### src/rtl/ysyx_210247_pipe_buf_pkg.sv
// Shared constants for the elastic inter-stage buffer: stage bus widths
// (mirroring defines.v), the depth ceiling, and small helpers.
package ysyx_210247_pipe_buf_pkg;

  // Stage bus widths, kept in step with defines.v.
  localparam int IF_TO_ID_BUS   = 64;
  localparam int ID_TO_EXE_BUS  = 64;
  localparam int EXE_TO_MEM_BUS = 64;
  localparam int MEM_TO_WB_BUS  = 64;

  // Largest supported buffer depth.
  localparam int PIPE_BUF_MAX_DEPTH = 8;

  // Per-cycle buffer operation, encoded as {push, pop}.
  typedef enum logic [1:0] {
    OP_IDLE = 2'b00,
    OP_POP  = 2'b01,
    OP_PUSH = 2'b10,
    OP_BOTH = 2'b11
  } buf_op_e;

  // Pointer width; a one-entry buffer still carries a 1-bit pointer.
  function automatic int ptr_width(input int depth);
    return (depth > 1) ? $clog2(depth) : 1;
  endfunction

endpackage

### src/rtl/ysyx_210247_pipe_buf_mem.sv
// DEPTH x DW storage array for the pipeline buffer: one write port,
// bulk clear, and a combinational read port.
module ysyx_210247_pipe_buf_mem #(
  parameter int DW    = 64,
  parameter int DEPTH = 2,
  parameter int AW    = 1
) (
  input  logic          clk,
  input  logic          rst_n,
  input  logic          clear,
  input  logic          we,
  input  logic [AW-1:0] waddr,
  input  logic [DW-1:0] wdata,
  input  logic [AW-1:0] raddr,
  output logic [DW-1:0] rdata
);

  logic [DW-1:0] mem_q [DEPTH];
  logic [DW-1:0] mem_d [DEPTH];

  // Next storage contents: clear beats write.
  always_comb begin
    // NOTE: start from the held value so every path assigns mem_d; no latch.
    mem_d = mem_q;
    if (clear) begin
      for (int i = 0; i < DEPTH; i++) mem_d[i] = '0;
    end else if (we) begin
      mem_d[waddr] = wdata;
    end
  end

  // Storage register.
  always_ff @(posedge clk or negedge rst_n) begin
    if (!rst_n) begin
      // NOTE: the array is reset because head data must read 0 out of reset,
      // which rules out mapping it onto an unreset RAM macro.
      for (int i = 0; i < DEPTH; i++) mem_q[i] <= '0;
    end else begin
      // NOTE: non-blocking so every flop samples pre-edge values.
      mem_q <= mem_d;
    end
  end

  assign rdata = mem_q[raddr];

endmodule

### src/rtl/ysyx_210247_pipe_buf.sv
// Elastic DEPTH-entry pipeline stage with valid/allow handshakes on both
// sides, optional pass-through allow, synchronous flush and occupancy count.
module ysyx_210247_pipe_buf
  import ysyx_210247_pipe_buf_pkg::*;
#(
  parameter int DW             = ID_TO_EXE_BUS,
  parameter int DEPTH          = 2,
  parameter int PASS_ALLOW     = 0,
  parameter int CLEAR_ON_FLUSH = 0
) (
  input  logic                         clk,
  input  logic                         rst_n,
  input  logic                         flush,
  input  logic                         up_valid_out,
  input  logic [DW-1:0]                up_data,
  output logic                         up_allow_out,
  output logic                         dn_valid_in,
  output logic [DW-1:0]                dn_data,
  input  logic                         dn_allow_in,
  output logic [$clog2(DEPTH+1)-1:0]   count
);

  localparam int CW = $clog2(DEPTH + 1);
  localparam int PW = ptr_width(DEPTH);
  localparam logic [CW-1:0] FULL_CNT = CW'(DEPTH);
  localparam logic [PW-1:0] LAST_PTR = PW'(DEPTH - 1);
  localparam logic          CLEAR_EN = (CLEAR_ON_FLUSH != 0);

  if (DEPTH < 1 || DEPTH > PIPE_BUF_MAX_DEPTH) begin : g_depth_check
    $error("ysyx_210247_pipe_buf: DEPTH out of range");
  end

  // Modulo-DEPTH increment; DEPTH need not be a power of two.
  function automatic logic [PW-1:0] ptr_inc(input logic [PW-1:0] p);
    return (p == LAST_PTR) ? '0 : p + 1'b1;
  endfunction

  logic [CW-1:0] count_q, count_d;
  logic [PW-1:0] rd_ptr_q, rd_ptr_d;
  logic [PW-1:0] wr_ptr_q, wr_ptr_d;
  logic          push, pop;
  buf_op_e       op;

  // Handshake decode from registered occupancy (plus dn_allow_in when passing).
  always_comb begin
    dn_valid_in = (count_q != '0);
    if (PASS_ALLOW != 0) up_allow_out = (count_q < FULL_CNT) | dn_allow_in;
    else                 up_allow_out = (count_q < FULL_CNT);
    push = up_valid_out & up_allow_out;
    pop  = dn_valid_in & dn_allow_in;
    op   = buf_op_e'({push, pop});
  end

  // Pointer and occupancy update; flush overrides any push or pop.
  always_comb begin
    count_d  = count_q;
    rd_ptr_d = rd_ptr_q;
    wr_ptr_d = wr_ptr_q;
    if (flush) begin
      count_d  = '0;
      rd_ptr_d = '0;
      wr_ptr_d = '0;
    end else begin
      case (op)
        OP_PUSH: begin
          count_d  = count_q + 1'b1;
          wr_ptr_d = ptr_inc(wr_ptr_q);
        end
        OP_POP: begin
          count_d  = count_q - 1'b1;
          rd_ptr_d = ptr_inc(rd_ptr_q);
        end
        OP_BOTH: begin
          wr_ptr_d = ptr_inc(wr_ptr_q);
          rd_ptr_d = ptr_inc(rd_ptr_q);
        end
        default: ;
      endcase
    end
  end

  // Pointer and occupancy registers.
  always_ff @(posedge clk or negedge rst_n) begin
    if (!rst_n) begin
      count_q  <= '0;
      rd_ptr_q <= '0;
      wr_ptr_q <= '0;
    end else begin
      count_q  <= count_d;
      rd_ptr_q <= rd_ptr_d;
      wr_ptr_q <= wr_ptr_d;
    end
  end

  // When full with a same-cycle pop, the write lands on the head slot;
  // the head is read combinationally before the edge, so ordering holds.
  ysyx_210247_pipe_buf_mem #(
    .DW    (DW),
    .DEPTH (DEPTH),
    .AW    (PW)
  ) u_mem (
    .clk   (clk),
    .rst_n (rst_n),
    .clear (flush & CLEAR_EN),
    .we    (push & ~flush),
    .waddr (wr_ptr_q),
    .wdata (up_data),
    .raddr (rd_ptr_q),
    .rdata (dn_data)
  );

  assign count = count_q;

  a_count_bound: assert property (@(posedge clk) disable iff (!rst_n)
    count_q <= FULL_CNT);

  a_no_overflow: assert property (@(posedge clk) disable iff (!rst_n)
    !(push && !pop && count_q == FULL_CNT));

endmodule

### config.mk
export PLATFORM = sky130hd
export DESIGN_NAME = ysyx_210247_pipe_buf
export DESIGN_NICKNAME = d
export VERILOG_FILES = /design/src/rtl/ysyx_210247_pipe_buf_pkg.sv /design/src/rtl/ysyx_210247_pipe_buf_mem.sv /design/src/rtl/ysyx_210247_pipe_buf.sv
export SDC_FILE = /design/constraint.sdc
export NUM_CORES = 1
export LEC_CHECK = 0
export CORE_MARGIN = 8
export CORE_UTILIZATION = 53
export DETAILED_ROUTE_END_ITERATION = 7
export PLACE_DENSITY = 0.88
export RECOVER_POWER = 25
export SLEW_MARGIN = 30
export SYNTH_ARGS = -nofsm -noshare
export SYNTH_HDL_FRONTEND = slang
export SYNTH_SLANG_ARGS = --single-unit
### constraint.sdc
create_clock -name clk -period 3.5 [get_ports clk]
set_input_delay 0.7 -clock clk [delete_from_list [all_inputs] [get_ports clk]]
set_output_delay 0.7 -clock clk [all_outputs]
set_load 0.01 [all_outputs]
==> impl_metrics.toml <==
[run_status]
status = "complete, no violations"

[global_routing]
grt-ovfl-total = 0
grt_pass1_wl_um = 21000
track_usage_pct = 18.4
antenna_found_initial = 0
grt_pass1_vias = 4051
grt_max_degree = 69

[finish]
mostFrequentLayoutCells = "188 x mux2_2, 135 x clkdlybuf4s50_1, 131 x dfrtp_1"
diodes = 0
layout_commonest_cell = "mux2_2"
nets = 574
area_growth_pct = 35.8
final_cells = 658
drive_above_1_share_pct = 44.2
final_util_pct = 72.9

[floorplanning]
placementRows = 38
start_util_pct = 53.7
die_h_um = 120
dieArea_sq_mm = 0.0144
ioPinCount = 137
die_x_um = 120
core_sq_mm = 0.0107

[run]
cap_violations = 0

[route]
dr.pass1.iters = 4
drt-total-wl_um = 12500
wl_per_cell_um = 19.0
vias = 3435
drtAntennaViolNets = 0
drc = 0
via_per_inst = 5.22
dr.first_iter.drc_count = 212

[clock_tree]
htreeDepth = 4
cts_buffer_depth = 2
clock-sinks = 132
postCtsSetupBuffers = 0
cts_tree = "yes"
clkTransAtPathRegs_ns = 0.06
cts_resized = 0
root_buffer = "clkbuf_8"
numCtsBuffers = 17
postCtsHoldBufs = 0
clk_latency_ns = 0.52

[critical_path]
path_max_fanout = 41
slowest_delay_ns = 0.51
crit_type = "flop to output port"
cp-end-kind = "output port"
crit_chain = "buf_4, mux2_2, clkdlybuf4s50_1"
crit_arrival_ns = 2.29
crit_path_top_delay_cell = "clkdlybuf4s50_1"
start_kind = "flop"
cp.required_ns = 2.80

[logic_synthesis]
yosysWarnings = 0
synthTopCellsByArea = "dfrtp_1 58%, mux2_2 37%, buf_6 1.2%"
synth-compound-area-share_pct = 0.349
netlist_instances = 362
synth_top_cell_area_share_pct = 57.5
ys_seq_elements = 132
syn_nets = 431
synthDistinctLibCells = 19
synthAdderAreaFrac_pct = 0
synth.avg_cell_area_sq_um = 15.9
yosysSeqAreaShare_pct = 57.5
synth-simple-area-share_pct = 1.29
synth.mux.area_fraction_pct = 37.9
synth_top_family_by_area = "multiplexers"
synth_area_sq_mm = 0.00574
synth_top_cell_by_area = "dfrtp_1"
synth_xor_area_share_pct = 0.305

[timing]
whs_ns = 0.360
worst_pin_slew_ns = 1.22
setup_violations = 0
period_needed_ns = 2.99
slew_viol_final = 0
rsz0062_at_grt = "no"
finalCritPeriodShare_pct = 85.5
setup_tns_ns = 0
fmax_mhz = 334
hold_viol = 0
fin_skew_ns = 0.00647
slew_headroom_pct = 18.8

[placement]
gp_congestion = 0.745
io_buffers = 136
dp_hpwl_um = 8500
dp.cells = 625

[worst_hold_path]
hp-class = "input pin to asynchronous set/reset pin"

[power]
total_leakage_power_nw = 3.18
ir_drop_uv = 351
p_per_area_mw_per_mm2 = 675
-- power by group --
| group | total, W | internal [W] | leakage, nW | switching [W] |
|---|---|---|---|---|
| clock network | 0.00173 | 0.00111 | 0.277 | 0.000620 |
| logic | 0.00138 | 0.000900 | 1.34 | 0.000479 |
| registers | 0.00216 | 0.00195 | 1.57 | 0.000209 |
-- area by class of cell --
type | instances | area, sq um
flip-flops and latches | 132 | 3300
fillers | 695 | 2900
multi-input cells | 209 | 2290
repair buffers | 144 | 1430
clock buffers | 25 | 494
well taps | 140 | 175
clock inverters | 7 | 95.1
inverters | 1 | 3.75
-- metrics by stage --
stage	area, sq um	total power, W	worst slack (ns)
after floorplan	5740	0.00289	1.57
after global placement	7210	0.00349	1.01
after detailed placement	7210	0.00357	0.981
after CTS	7800	0.00532	0.489
after global routing	7800	0.00553	0.429
final	7800	0.00527	0.509
-- path summary, 6_finish.rpt --
| path | from | to | slack [ns] | depth (start not counted) |
|---|---|---|---|---|
| worst max-delay path | rd_ptr_q | dn_data[10] | 0.51 | 3 |
| worst min-delay path | rst_n | u_mem.mem_q[86] | 0.36 | 1 |
| worst max register to register | count[1] | u_mem.mem_q[57] | 1.65 | 4 |
| worst min register to register | u_mem.mem_q[74] | u_mem.mem_q[74] | 0.49 | 1 |
| max in group asynchronous | rst_n | u_mem.mem_q[110] | 1.32 | 3 |
| min in group clk | u_mem.mem_q[74] | u_mem.mem_q[74] | 0.49 | 1 |
-- state kept, by name, summed over array words and instances (netlist names) --
name	flops
wr_ptr_q	1
count	2
u_mem.mem_q	128
rd_ptr_q	1
-- critical path: cells and delay by family, from the launching register on --
| kind | cells | cell delay, ns |
|---|---|---|
| buf+inv | 2 | 0.99 |
| mux | 1 | 0.41 |
| flops | 1 | 0.35 |
-- synthesized netlist by cell type, drive strengths merged --
master  number
a21oi        2
buf         18
clkbuf       2
dfrtp      132
inv          1
mux2       193
nand2        1
nand2b       2
nor2         2
nor2b        2
nor3         1
nor3b        1
o21ai        2
or2          1
xor2         2
-- routing by layer --
layer	up-vias	GRT usage [%]	wire length, um
met5	-	0	0
met4	0	6.01	175
met3	17	7.84	957
met2	95	30.6	6230
met1	1741	21.0	5120
li1	1582	-	-
-- cells by family after synthesis --
family | Yosys count
multiplexers | 193
AO/OA/AOI/OAI | 4
XOR/XNOR | 2
AND/OR/NAND/NOR | 10
flip-flops | 132
buffers and inverters | 21
No activity file was read; power rests on OpenSTA's default activity.
